**config.mk**
```make
export PLATFORM = sky130hd
export DESIGN_NAME = debounce_multi
export DESIGN_NICKNAME = d
export VERILOG_FILES = /design/src/rtl/debounce_multi.sv
export SDC_FILE = /design/constraint.sdc
export NUM_CORES = 1
export LEC_CHECK = 0
export BUFFER_PORTS_ARGS = -buffer_cell sky130_fd_sc_hd__buf_4
export CAP_MARGIN = 20
export CORE_AREA = 10 10 139 141
export CTS_CLUSTER_SIZE = 14
export DETAILED_ROUTE_END_ITERATION = 10
export DIE_AREA = 0 0 149 151
export HOLD_SLACK_MARGIN = 0.05
export PLACE_DENSITY_LB_ADDON = 0.1
export SLEW_MARGIN = 20
export SYNTH_ARGS = -nofsm -noshare
export SYNTH_HDL_FRONTEND = slang
export SYNTH_SLANG_ARGS = --single-unit
```
**constraint.sdc**
```tcl
create_clock -name clk -period 2.75 [get_ports clk]
set_input_delay 0.4125 -clock clk [delete_from_list [all_inputs] [get_ports clk]]
set_output_delay 0.4125 -clock clk [all_outputs]
set_load 0.05 [all_outputs]
```
**src/rtl/debounce_multi.sv**
```systemverilog
// Multi-channel switch debouncer with a shared tick prescaler.
// Each channel provides a clean level, rise/fall pulses, a long-press pulse and optional auto-repeat.
module debounce_multi #(
    parameter int NCH          = 4,
    parameter int TICK_DIV     = 1000,
    parameter int TBITS        = 10,
    parameter int DB_TICKS     = 200,
    parameter int NBITS        = 8,
    parameter int LONG_TICKS   = 1000,
    parameter int REPEAT_TICKS = 250,
    parameter int LBITS        = 12
) (
    input  logic           clk,
    input  logic           reset,
    input  logic [NCH-1:0] i_noisy,
    output logic [NCH-1:0] o_clean,
    output logic [NCH-1:0] o_rise,
    output logic [NCH-1:0] o_fall,
    output logic [NCH-1:0] o_long_press,
    output logic [NCH-1:0] o_repeat,
    output logic           o_tick
);

    localparam logic [TBITS-1:0] TDIV_M1 = TBITS'(TICK_DIV - 1);
    localparam logic [NBITS-1:0] DB_C    = NBITS'(DB_TICKS);
    localparam logic [LBITS-1:0] LONG_C  = LBITS'(LONG_TICKS);
    localparam logic [LBITS-1:0] REP_C   = LBITS'(REPEAT_TICKS);
    localparam bit               REP_EN  = (REPEAT_TICKS > 0);

    logic [TBITS-1:0] r_pcnt;
    logic             w_tick;

    logic [NCH-1:0]   r_sync1;
    logic [NCH-1:0]   r_sync2;
    logic [NCH-1:0]   r_xnew;
    logic [NCH-1:0]   r_clean;
    logic [NCH-1:0]   r_rise;
    logic [NCH-1:0]   r_fall;
    logic [NCH-1:0]   r_long;
    logic [NCH-1:0]   r_rep;
    logic [NCH-1:0]   r_reached;
    logic [NBITS-1:0] r_dcnt [NCH];
    logic [LBITS-1:0] r_hcnt [NCH];
    logic [LBITS-1:0] r_rcnt [NCH];

    logic [NCH-1:0]   w_stable;
    logic [NCH-1:0]   w_commit;
    logic [NCH-1:0]   w_fall_now;

    assign w_tick = (r_pcnt == TDIV_M1);

    always_ff @(posedge clk) begin
        if (reset) begin
            r_pcnt <= '0;
        end else if (w_tick) begin
            r_pcnt <= '0;
        end else begin
            r_pcnt <= r_pcnt + 1'b1;
        end
    end

    always_comb begin
        w_stable   = '0;
        w_commit   = '0;
        w_fall_now = '0;
        for (int i = 0; i < NCH; i++) begin
            w_stable[i]   = (r_sync2[i] == r_xnew[i]);
            w_commit[i]   = w_stable[i] && (r_dcnt[i] == DB_C) && (r_clean[i] != r_xnew[i]);
            w_fall_now[i] = w_commit[i] && !r_xnew[i];
        end
    end

    always_ff @(posedge clk) begin
        if (reset) begin
            r_sync1   <= '0;
            r_sync2   <= '0;
            r_xnew    <= '0;
            r_clean   <= '0;
            r_rise    <= '0;
            r_fall    <= '0;
            r_long    <= '0;
            r_rep     <= '0;
            r_reached <= '0;
            for (int i = 0; i < NCH; i++) begin
                r_dcnt[i] <= '0;
                r_hcnt[i] <= '0;
                r_rcnt[i] <= '0;
            end
        end else begin
            r_sync1 <= i_noisy;
            r_sync2 <= r_sync1;
            r_rise  <= '0;
            r_fall  <= '0;
            r_long  <= '0;
            r_rep   <= '0;
            for (int i = 0; i < NCH; i++) begin
                if (!w_stable[i]) begin
                    r_xnew[i] <= r_sync2[i];
                    r_dcnt[i] <= '0;
                end else if (w_commit[i]) begin
                    r_clean[i] <= r_xnew[i];
                    r_rise[i]  <= r_xnew[i];
                    r_fall[i]  <= !r_xnew[i];
                end else if (w_tick && (r_dcnt[i] < DB_C)) begin
                    r_dcnt[i] <= r_dcnt[i] + 1'b1;
                end

                // The fall cycle counts as released so no hold pulse can coincide with fall.
                if (!r_clean[i] || w_fall_now[i]) begin
                    r_hcnt[i]    <= '0;
                    r_rcnt[i]    <= '0;
                    r_reached[i] <= 1'b0;
                end else if (w_tick) begin
                    if (r_hcnt[i] < LONG_C) begin
                        r_hcnt[i] <= r_hcnt[i] + 1'b1;
                        if (r_hcnt[i] + 1'b1 == LONG_C) begin
                            r_long[i]    <= 1'b1;
                            r_reached[i] <= 1'b1;
                        end
                    end
                    if (REP_EN && r_reached[i]) begin
                        if (r_rcnt[i] + 1'b1 == REP_C) begin
                            r_rep[i]  <= 1'b1;
                            r_rcnt[i] <= '0;
                        end else begin
                            r_rcnt[i] <= r_rcnt[i] + 1'b1;
                        end
                    end
                end
            end
        end
    end

    assign o_clean      = r_clean;
    assign o_rise       = r_rise;
    assign o_fall       = r_fall;
    assign o_long_press = r_long;
    assign o_repeat     = r_rep;
    assign o_tick       = w_tick;

endmodule

```
After elaboration in Yosys (flattened, before gate mapping)
Memories as Yosys holds them, arrays and structs flattened.
Cells that the tools add are included.

word-level totals
  flip-flop bits (word level) = 46
  bits in latches = 0
  RAM bits = 128
  ROM bits = 0
  bits of input ports = 6
  output and inout bits = 21
  logic and storage cells = 309
  memories = 3

memories
  memory  depth  bits a word  read ports  clocked after memory_dff  wr ports  line  source
  r_hcnt  4      12           4           0                         4         43    logic [LBITS-1:0] r_hcnt [NCH];
  r_rcnt  4      12           4           0                         4         44    logic [LBITS-1:0] r_rcnt [NCH];
  r_dcnt  4      8            4           0                         4         42    logic [NBITS-1:0] r_dcnt [NCH];

cells by class
  add/sub/neg operators = 13
  multipliers = 0
  divide/modulo/power cells = 0
  magnitude comparators = 8
  equality and inequality tests = 21
  shift operators = 0
  mux-type cells = 146
  bitwise operators = 41
  reductions and logical operators = 49

operators with widths
  cell                                                           number
  2-to-1 mux 12 bit                                              20
  2-to-1 mux 1 bit                                               118
  adder 12 x 1 -> 12 bit (second input constant)                 8
  2-to-1 mux 8 bit                                               8
  == test 12 x 10 -> 1 bit (second input constant)               4
  == test 12 x 8 -> 1 bit (second input constant)                4
  less-than comparator 12 x 10 -> 1 bit (second input constant)  4
  adder 8 x 1 -> 8 bit (second input constant)                   4
  == test 8 bit (second input constant)                          4
  less-than comparator 8 bit (second input constant)             4
  OR 1 bit                                                       28
  logical AND 1 bit                                              16
  OR reduction 4 bit                                             4
  inverter 1 bit                                                 13
  AND reduction 3 bit                                            4
  OR reduction 3 bit                                             4
  adder 10 x 1 -> 10 bit (second input constant)                 1
  == test 10 bit (second input constant)                         1
  OR reduction 2 bit                                             5
  zero test 1 bit                                                8
  AND reduction 2 bit                                            4
  == test 1 bit                                                  4
  logical OR 1 bit                                               4
  inequality test 1 bit                                          4

Longest topological paths before layout
Gate-level depths: netlist (run 1).

  depth after elaboration = 11
  depth in mapped cells = 7
  mapped depth without buffers = 7

Worst setup path before layout (run 1)
No wires, ideal clock.

  path type = register -> register
  from = register r_pcnt[0]
  to = memory r_hcnt[0][0], enable pin
  library setup time = 0.350 ns
  arrival time = 2.274 ns
  required time = 2.400 ns
  path slack = 0.126 ns
  cell stages (with the launch flop) = 8
  buffers on the path = 2
  clock period less this slack = 2.624 ns
  cell sequence = dfxtp_1 > ha_1 > nand4b_1 > nor3_2 > buf_2 > buf_1 > nand3_1 > nand2_1

RTL lines
  what                    line  source
  start, declared         30    logic [TBITS-1:0] r_pcnt;
  start signal, assigned  58    r_pcnt <= r_pcnt + 1'b1;
  end, declared           43

Worst setup path after layout (run 1)
  from = register r_pcnt[0]
  to = output o_tick

on the way
  cells in the longest elaborated chain, start to end = 1

ends and longest elaborated chain
  what            line  source
  == test 10 bit  50    assign w_tick = (r_pcnt == TDIV_M1);
  end, declared   21    output logic o_tick

Every way passes these cells.

==> results of run 1 <==
[area by class of cell]
cell class              instances  area [sq um]
multi-input cells             613          3930
repair buffers                 39           293
clock inverters                10          97.6
flip-flops and latches        174          4760
inverters                      28           105
well taps                     220           275
fillers                      1327          6560
clock buffers                  21           440
[path summary, 6_finish.rpt]
| kind | cells after the start | end | startpoint |
|---|---|---|---|
| worst max-delay path | 5 | o_tick | r_pcnt[0] |
| worst min-delay path | 2 | r_sync1[0] | i_noisy[0] |
| worst max register to register | 6 | r_rcnt[1][7] | r_rcnt[1][0] |
| worst min register to register | 1 | r_sync2[3] | r_sync1[3] |
[cells in the final DEF, fill, tap and decap left out, types with 4 or more instances in the layout]
| cell type | Yosys | layout |
|---|---|---|
| a211oi_1 | 11 | 11 |
| a21o_1 | 7 | 7 |
| a21oi_1 | 14 | 14 |
| a31oi_1 | 6 | 6 |
| and2_1 | 7 | 7 |
| and3_1 | 23 | 23 |
| and4_1 | 5 | 5 |
| buf_4 | 4 | 39 |
| clkbuf_1 | 10 | 4 |
| clkbuf_16 | 0 | 17 |
| clkinv_1 | 0 | 4 |
| conb_1 | 1 | 8 |
| dfxtp_1 | 46 | 46 |
| edfxtp_1 | 128 | 128 |
| ha_1 | 21 | 21 |
| inv_1 | 28 | 28 |
| nand2_1 | 44 | 44 |
| nand2b_1 | 7 | 7 |
| nand3_1 | 59 | 59 |
| nand4_1 | 21 | 21 |
| nor2_1 | 129 | 129 |
| nor2b_1 | 17 | 17 |
| nor3_1 | 36 | 36 |
| nor4_1 | 7 | 7 |
| nor4b_1 | 6 | 6 |
| o21a_1 | 4 | 4 |
| o21ai_0 | 7 | 7 |
| o311ai_0 | 4 | 4 |
| or3_1 | 4 | 4 |
| or4_1 | 6 | 6 |
| xnor2_1 | 56 | 56 |
| xor2_1 | 45 | 45 |
[logic make-up (layout without fill, tap and decap cells)]
family / Yosys count / count (layout) / synth area share
and+or+nand+nor: 397 / 397 / 0.234
buffers and inverters: 52 / 98 / 0.0262
other: 1 / 8 / 0.000422
AOI/OAI and AO/OA: 85 / 85 / 0.0736
adders and majority gates: 21 / 21 / 0.0296
DFF: 174 / 174 / 0.536
xor gates and xnor gates: 101 / 101 / 0.0995
muxes: 1 / 1 / 0.00113
[routing by layer]
layer  GRT usage  part of all wire
met1       0.184              0.47
met2       0.243              0.48
met3      0.0307             0.036
met4      0.0589             0.014
met5           0                 0
[power breakdown]
part	internal, uW	total, uW	switching [uW]
clock network	1310	2250	941
registers	2840	2880	41.8
logic	40.0	91.7	51.7
[registers in the layout, summed over array words and instances (netlist names), 10 cells and up]
register,flops
r_hcnt,48
r_pcnt,10
r_dcnt,32
r_rcnt,48
[through the flow]
step / hold WS, ns / utilization / power [uW] / std cells
6_report: 0.213 / 0.601 / 5220 / 1105
5_1_grt: 0.208 / 0.601 / 5410 / 1105
4_1_cts: 0.195 / 0.601 / 5270 / 1105
3_5_place_dp: 0.438 / 0.569 / 3020 / 1074
3_3_place_gp: 0.421 / 0.569 / 3020 / 1074
2_1_floorplan: 0.414 / - / 2990 / 839
==> reports/metrics.yaml, run 1 <==
outcome: "completed"
cp-start-kind: "register"
first_global_vias: 5904
ys_types: 72
synthTopCellsByCount: "nor2_1 (129), edfxtp_1 (128), nand3_1 (59), xnor2_1 (56), dfxtp_1 (46)"
wirelength_mm: 16.0
syn_area_sq_um: 8890
grt_usage: 0.147
dieArea_sq_um: 22500
hold_buffers: 0
clock_path_buffers: 2
route.detailed.drc: 0
synth.top_cell.area_share: 0.432
slew_headroom: 0.594
skew_ns: 0.00981
synth_top_flop_cell: "edfxtp_1"
finalSetupViolCount: 0
die_y_um: 151
min_period_ns: 2.57
dr.first_iter.drc_count: 416
final_nets: 900
overflow: 0
final.setup.worst_slack_ns: 0.176
vias: 6161
synthTopCellsByArea: "edfxtp_1 (43%), dfxtp_1 (10%), xnor2_1 (5.5%)"
synth-async-reset-ratio: 0
ys_warn_count: 0
synth.yosys.seq_area_share: 0.536
slowest_stage: "nor3_4"
cts_tree: "done"
critPathKind: "reg -> out"
ios: 27
syn-mean-instance-area_sq_um: 10.7
ant_nets: 0
reg2reg_slack_ns: 0.25
synth_most_common_cell: "nor2_1"
pre_cts_slack_ns: 0.250
core_area_sq_um: 16500
cts_buffers: 17
grt_max_degree: 22
synth-edff-count: 128
cts_sinks: 174
routed_via_density: 5.58
peakVddDrop_mv: 0.436
rows: 47
layout-drive-gt1-share: 0.0927
timing.final.crit_share: 0.936
diodes: 0
maxCapViolCount: 0
slew_violations: 0
ys_ff_latch: 174
chipWidth_um: 149
cts_setup_buffers: 0
cts.repair.resized: 0
rsz0062_at_grt: "false"
final_area_sq_um: 9900
drtPass1Iterations: 5
synth.largest_area_cell: "edfxtp_1"
clkLatencyLatePin_ns: 0.43
place_congestion: 0.851
area_growth_pct: 11.4
crit_path_max_incr_delay_ns: 0.50
portBuffers: 26
path_cells: "ha_1, nand4b_1, nor3_4, buf_4, buf_4"
htree_levels: 4
placed_area_sq_um: 9360
finalHoldViolCount: 0
grt_pass1_wl_mm: 27.4
clkTransAtPathRegs_ns: 0.06
crit_buf_inv: 2
max_freq_mhz: 389
hpwl_mm: 11.2
cp_common_cell: "buf_4"
critPathRequiredTime_ns: 2.34
worstPathArrival_ns: 2.16
synthCells: 832
root_buffer: "clkbuf_16"
crit_family: "simple AND/OR/NAND/NOR gates"
setup-tns-final_ns: 0
min_path_type: "in -> reg"
start_util: 0.540
wl_per_cell_um: 14.5
pwr_density_cell_nw_per_um2: 528
worstPathMaxFanout: 13
antenna_found_initial: 0
tightest_slew_ns: 0.607
leakage_uw: 0.00347
end_kind: "primary output"
Note: power is estimated with default switching activity, not from simulation.
==> run 2, diff against run 1 <==
- BUFFER_PORTS_ARGS: -buffer_cell sky130_fd_sc_hd__buf_4 -> -buffer_cell sky130_fd_sc_hd__buf_2
- CTS_CLUSTER_DIAMETER: unset -> 40
- clock period: 2.75 -> 2.3 ns (I/O delays scaled with it)
==> run 2 against run 1 <==
Effect of this change: flip-flop and latch count did not move; final cell count grew 2.8%; design area rose by 3.1%; first-iteration DRC count grew 27%; clock skew shrank 0.00076 ns; combinational power grew 24%; utilization grew 1.9 points; global-route usage grew 0.58 points; total power is 24% higher; via count increased by 2.1%; critical endpoint is now r_rcnt[1][0]; highest routed layer unchanged.
==> reports/metrics.yaml, run 2 (synthesis gave the netlist of run 1 again) <==
outcome: "completed"  # unchanged
critPathKind: "reg -> reg"  # was reg -> out
htree_levels: 4  # unchanged
worstPathMaxFanout: 7  # was 13
clock_power_share: 0.451  # was 0.432
antenna_found_initial: 0  # unchanged
final_nets: 930  # was 900
layout-drive-gt1-share: 0.139  # was 0.0927
skew_ns: 0.00905  # was 0.00981 ns
pwr-share-comb: 0.018  # about the same
routed_via_density: 5.54  # was 5.58
core_area_sq_um: 16500  # unchanged
critPathRequiredTime_ns: 2.48  # was 2.34 ns
p_int_uw: 5150  # was 4190 uW
tightest_slew_ns: 0.563  # was 0.607 ns
wirelength_mm: 16.6  # was 16.0 mm
cts_tree: "done"  # unchanged
final_common_cell: "nor2_1"  # unchanged
pwr_density_cell_nw_per_um2: 634  # was 528 nW/um^2
drtPass1Iterations: 7  # was 5
vias: 6291  # was 6161
cts_buffers: 17  # unchanged
area_growth_pct: 14.8  # was 11.4%
final_util: 0.620  # was 0.601
p_sw_uw: 1320  # was 1030 uW
grt_max_degree: 20  # was 22
finalHoldViolCount: 0  # unchanged
top_regs: "r_hcnt: 48 flops, r_rcnt: 48 flops, r_dcnt: 32 flops"  # unchanged
clkLatencyLatePin_ns: 0.43  # about the same
placed_area_sq_um: 9540  # was 9360 sq um
end_kind: "register"  # was primary output
die_y_um: 151  # unchanged
root_buffer: "clkbuf_16"  # unchanged
first_global_vias: 6179  # was 5904
min_path_type: "in -> reg"  # unchanged
rows: 47  # unchanged
timing.final.crit_share: 0.946
overflow: 0  # unchanged
fillers: 1318  # was 1327
diodes: 0  # unchanged
holdWs_ns: 0.126  # was 0.213 ns
power_switching_share: 0.203  # was 0.198
cp-start-kind: "register"  # unchanged
final.setup.worst_slack_ns: 0.124  # was 0.176 ns
route.detailed.drc: 0  # unchanged
ant_nets: 0  # unchanged
maxCapViolCount: 0  # unchanged
finalSetupViolCount: 0  # unchanged
final_area_sq_um: 10200  # was 9900 sq um
place_congestion: 0.873  # was 0.851
leakage_uw: 0.00364  # was 0.00347 uW
clock_path_buffers: 2  # unchanged
p_seq_frac: 0.531  # was 0.551
pre_cts_slack_ns: 0.0406  # was 0.250 ns
cts_sinks: 174  # unchanged
peakVddDrop_mv: 0.536  # was 0.436 mV
wl_per_cell_um: 14.6  # was 14.5 um
ios: 27  # unchanged
grt_usage: 0.152  # was 0.147
hpwl_mm: 11.7  # was 11.2 mm
slew_violations: 0  # unchanged
slew_headroom: 0.619  # was 0.594
chipWidth_um: 149  # unchanged
dr.first_iter.drc_count: 530  # was 416
start_util: 0.540  # unchanged
clkTransAtPathRegs_ns: 0.07  # was 0.06 ns
dieArea_sq_um: 22500  # unchanged
worstPathArrival_ns: 2.35  # was 2.16 ns
final_cell_mix: "nor2_1 (129), edfxtp_1 (128), nand3_1 (58), xnor2_1 (56), dfxtp_1 (46)"  # was nor2_1 (129), edfxtp_1 (128), nand3_1 (59), xnor2_1 (56), dfxtp_1 (46)
min_period_ns: 2.18
grt_pass1_wl_mm: 28.5  # was 27.4 mm
portBuffers: 26  # unchanged
max_freq_mhz: 460
rsz0062_at_grt: "true"  # was false
==> run 2: cell count changes in the layout (fill, tap and decap cells not counted), moves of 3 or more <==
cell        delta
buf_12         +3
buf_2         +25
clkinv_1       -4
clkinvlp_4     +3
==> run 2: layout make-up <==
| class | count | area (sq um) | area share |
|---|---|---|---|
| clock inverters | 13 | 165 | 0.0162 |
| flip-flops and latches | 174 | 4760 | 0.467 |
| multi-input cells | 613 | 3970 | 0.389 |
| clock buffers | 19 | 433 | 0.0424 |
| inverters | 28 | 105 | 0.0103 |
| repair buffers | 69 | 493 | 0.0483 |
| well taps | 220 | 275 | 0.0270 |
==> run 2: path summary, 6_finish.rpt <==
kind,depth (start not counted),end,from,slack (ns)
min,2,r_sync1[3],i_noisy[3],0.13
min reg2reg,1,r_sync2[1],r_sync1[1],0.44
max,7,r_rcnt[1][0],r_rcnt[1][1],0.12
max reg2reg,7,r_rcnt[1][0],r_rcnt[1][1],0.12
==> run 2: repair_timing <==
| item | 4_1_cts | 5_1_grt |
|---|---|---|
| hold endpoints to repair | 0 | 0 |
| buffers inserted | 0 | 3 |
| hold buffers | 0 | 0 |
| resized for setup | 0 | 11 |
| setup endpoints to repair | 0 | 62 |
==> run 2: through the flow <==
stage / setup TNS [ns] / std cells / power [uW]
6_report: 0 / 1136 / 6470
5_1_grt: -0.00357 / 1136 / 6680
4_1_cts: 0 / 1133 / 6530
3_5_place_dp: 0 / 1101 / 3620
3_3_place_gp: 0 / 1101 / 3610
2_1_floorplan: 0 / 839 / 3570
==> run 2: layer usage <==
layer	GRT usage	share of wire
met1	0.192	0.47
met4	0.0545	0.015
met3	0.0379	0.033
met2	0.250	0.48
met5	0	0
==> run 2: power by group through the flow <==
| stage | clock [uW] | sequential, uW | combinational (uW) |
|---|---|---|---|
| after floorplan | 0 | 3490 | 82.3 |
| after global routing | 3100 | 3440 | 132 |
| after CTS | 2980 | 3440 | 113 |
| after global placement | 0 | 3500 | 110 |
| after detailed placement | 0 | 3500 | 112 |
| final | 2920 | 3440 | 114 |
==> run 2: worst max-delay path, stage by stage, from the launching register on <==
cell and delay (ns):
edfxtp_1 0.38, ha_1 0.18, and2_1 0.19, nand4_2 0.15
or3_4 0.40, a2111oi_4 0.33, buf_4 0.21, a211oi_1 0.07
==> run 3, diff against run 2 <==
- clock period: 2.3 -> 1.8 ns (I/O delays scaled with it)
==> run 3 against run 2 <==
Effect of this change: the run now ends with setup timing left; design area is 27% higher; non-clock buffer count grew 188; maximum frequency is 3.5% higher; sequential power grew 27%; via count up 16%; clock skew decreased by 0.0022 ns; die area unchanged; sequential share of layout area down 10 points; first-iteration DRC count fell by 24%; utilization increased by 17 points; critical endpoint is now r_rcnt[1][5]; routed wire length grew 33%.
==> reports/metrics.yaml, run 3 (synthesis gave the netlist of run 1 again) <==
fin_total_pwr_uw: 8280  # was 6470 uW
p_seq_frac: 0.530  # was 0.531
wirelength_mm: 22.1  # was 16.6 mm
final_nets: 1123  # was 930
peakVddDrop_mv: 0.719  # was 0.536 mV
ant_nets: 0  # unchanged
holdWs_ns: 0.0708  # was 0.126 ns
grt_usage: 0.182  # was 0.152
violations: "setup timing"
cts_sinks: 174  # unchanged
p_sw_uw: 1720  # was 1320 uW
leakage_uw: 0.00493  # was 0.00364 uW
max_freq_mhz: 476  # was 460 MHz
root_buffer: "clkbuf_16"  # unchanged
worstPathMaxFanout: 8  # was 7
power_switching_share: 0.208  # was 0.203
grt_max_degree: 19  # was 20
place_congestion: 0.882  # was 0.873
slew_violations: 0  # unchanged
chipWidth_um: 149  # unchanged
reg2reg_slack_ns: -0.30  # was 0.12 ns
ios: 27  # unchanged
die_y_um: 151  # unchanged
drtPass1Iterations: 4  # was 7
start_util: 0.540  # unchanged
p_int_uw: 6560  # was 5150 uW
finalHoldViolCount: 0  # unchanged
critPathRequiredTime_ns: 1.97  # was 2.48 ns
maxCapViolCount: 0  # unchanged
critPathKind: "reg -> reg"  # unchanged
overflow: 0  # unchanged
rsz0062_at_grt: "true"  # unchanged
dieArea_sq_um: 22500  # unchanged
pre_cts_slack_ns: -0.328  # was 0.0406 ns
portBuffers: 26  # unchanged
dr_wl_met3_um: 677  # was 542 um
outcome: "finished, violations left"  # was completed
worstHoldStart: "i_noisy[0]"  # was i_noisy[3]
route.detailed.drc: 0  # unchanged
wl_per_cell_um: 16.6  # was 14.6 um
placed_area_sq_um: 11000  # was 9540 sq um
hpwl_mm: 13.5  # was 11.7 mm
clkLatencyLatePin_ns: 0.43  # about the same
first_global_vias: 7332  # was 6179
clkTransAtPathRegs_ns: 0.07  # about the same
layout-drive-gt1-share: 0.422  # was 0.139
end_kind: "register"  # unchanged
final_area_sq_um: 13000  # was 10200 sq um
wl_met2_mm: 11.8  # was 7.98 mm
slew_headroom: 0.623  # was 0.619
pwr-share-comb: 0.032  # was 0.018
tightest_slew_ns: 0.561  # was 0.563 ns
min_path_type: "in -> reg"  # unchanged
core_area_sq_um: 16500  # unchanged
reg2reg_from: "r_rcnt[1][0]"  # was r_rcnt[1][1]
diodes: 0  # unchanged
htree_levels: 4  # unchanged
final_common_cell: "buf_4"  # was nor2_1
cts_tree: "done"  # unchanged
min_period_ns: 2.10  # was 2.18 ns
cp-startpoint: "r_rcnt[1][0]"  # was r_rcnt[1][1]
routed_via_density: 5.50  # was 5.54
area_growth_pct: 46.2  # was 14.8%
rows: 47  # unchanged
finalSetupViolCount: 142  # was 0
final.setup.worst_slack_ns: -0.302  # was 0.124 ns
topRoutingLayerUsed: "met4"  # unchanged
clock_power_share: 0.439  # was 0.451
met1_length_mm: 9.22  # was 7.82 mm
final_cell_mix: "buf_4 (183), edfxtp_1 (128), nor2_1 (84), xnor2_1 (54), xor2_1 (44)"  # was nor2_1 (129), edfxtp_1 (128), nand3_1 (58), xnor2_1 (56), dfxtp_1 (46)
clock_path_buffers: 2  # unchanged
skew_ns: 0.00682  # was 0.00905 ns
cts_buffers: 17  # unchanged
vias: 7308  # was 6291
cp-start-kind: "register"  # unchanged
timing.final.crit_share: 1.17  # was 0.946
dr.first_iter.drc_count: 405  # was 530
antenna_found_initial: 0  # unchanged
top_regs: "r_hcnt: 48 flops, r_rcnt: 48 flops, r_dcnt: 32 flops"  # unchanged
grt_pass1_wl_mm: 33.8  # was 28.5 mm
pwr_density_cell_nw_per_um2: 637  # was 634 nW/um^2
worstPathArrival_ns: 2.27  # was 2.35 ns
[run 3: worst max-delay path: stages, from the launching register on]
cell and delay (ns):
edfxtp_1 0.41, buf_4 0.17, nand3_2 0.09, buf_4 0.16, or4_1 0.42, a21oi_1 0.17
a31o_2 0.29, a211oi_1 0.12
[run 3: area by class of cell]
class,instances,area [sq um]
clock buffers,24,503
multi-input cells,618,5100
repair buffers,257,2160
inverters,28,105
flip-flops and latches,174,4770
fillers,993,3470
well taps,220,275
clock inverters,8,77.6
[run 3: worst paths after layout]
kind / to / depth (start not counted)
setup / recovery: r_rcnt[1][5] / 7
hold / removal: r_sync1[0] / 2
setup reg to reg: r_rcnt[1][5] / 7
hold reg to reg: r_sync2[3] / 1
[run 3: layer usage]
| layer | vias to the layer above | GRT usage |
|---|---|---|
| li1 | 3559 | - |
| met1 | 3585 | 0.216 |
| met2 | 134 | 0.324 |
| met3 | 30 | 0.0346 |
| met4 | 0 | 0.0608 |
| met5 | - | 0 |
[run 3: repair_timing]
| item | in CTS | in global routing |
|---|---|---|
| endpoints found under the setup margin | 190 | 191 |
| hold buffers | 2 | 0 |
| cloned | 4 | 8 |
| resized for setup | 71 | 140 |
| endpoints found under the hold margin | 2 | 0 |
| setup buffers | 17 | 24 |
| pin swaps | 42 | 48 |
[run 3: power by group through the flow]
stage | Sequential, uW | Clock, uW | Combinational [uW]
finish | 4380 | 3630 | 262
global route | 4390 | 3870 | 290
CTS | 4380 | 3690 | 238
detailed placement | 4460 | 0 | 224
global placement | 4460 | 0 | 217
floorplan | 4470 | 0 | 117
[run 3: per-stage QoR]
stage	utilization	setup TNS, ns	cells
after global placement	0.669	-9.46	1243
after detailed placement	0.669	-15.79	1243
after global routing	0.789	-27.55	1329
after CTS	0.735	-6.46	1297
final	0.789	-14.90	1329
after floorplan	-	-7.04	839
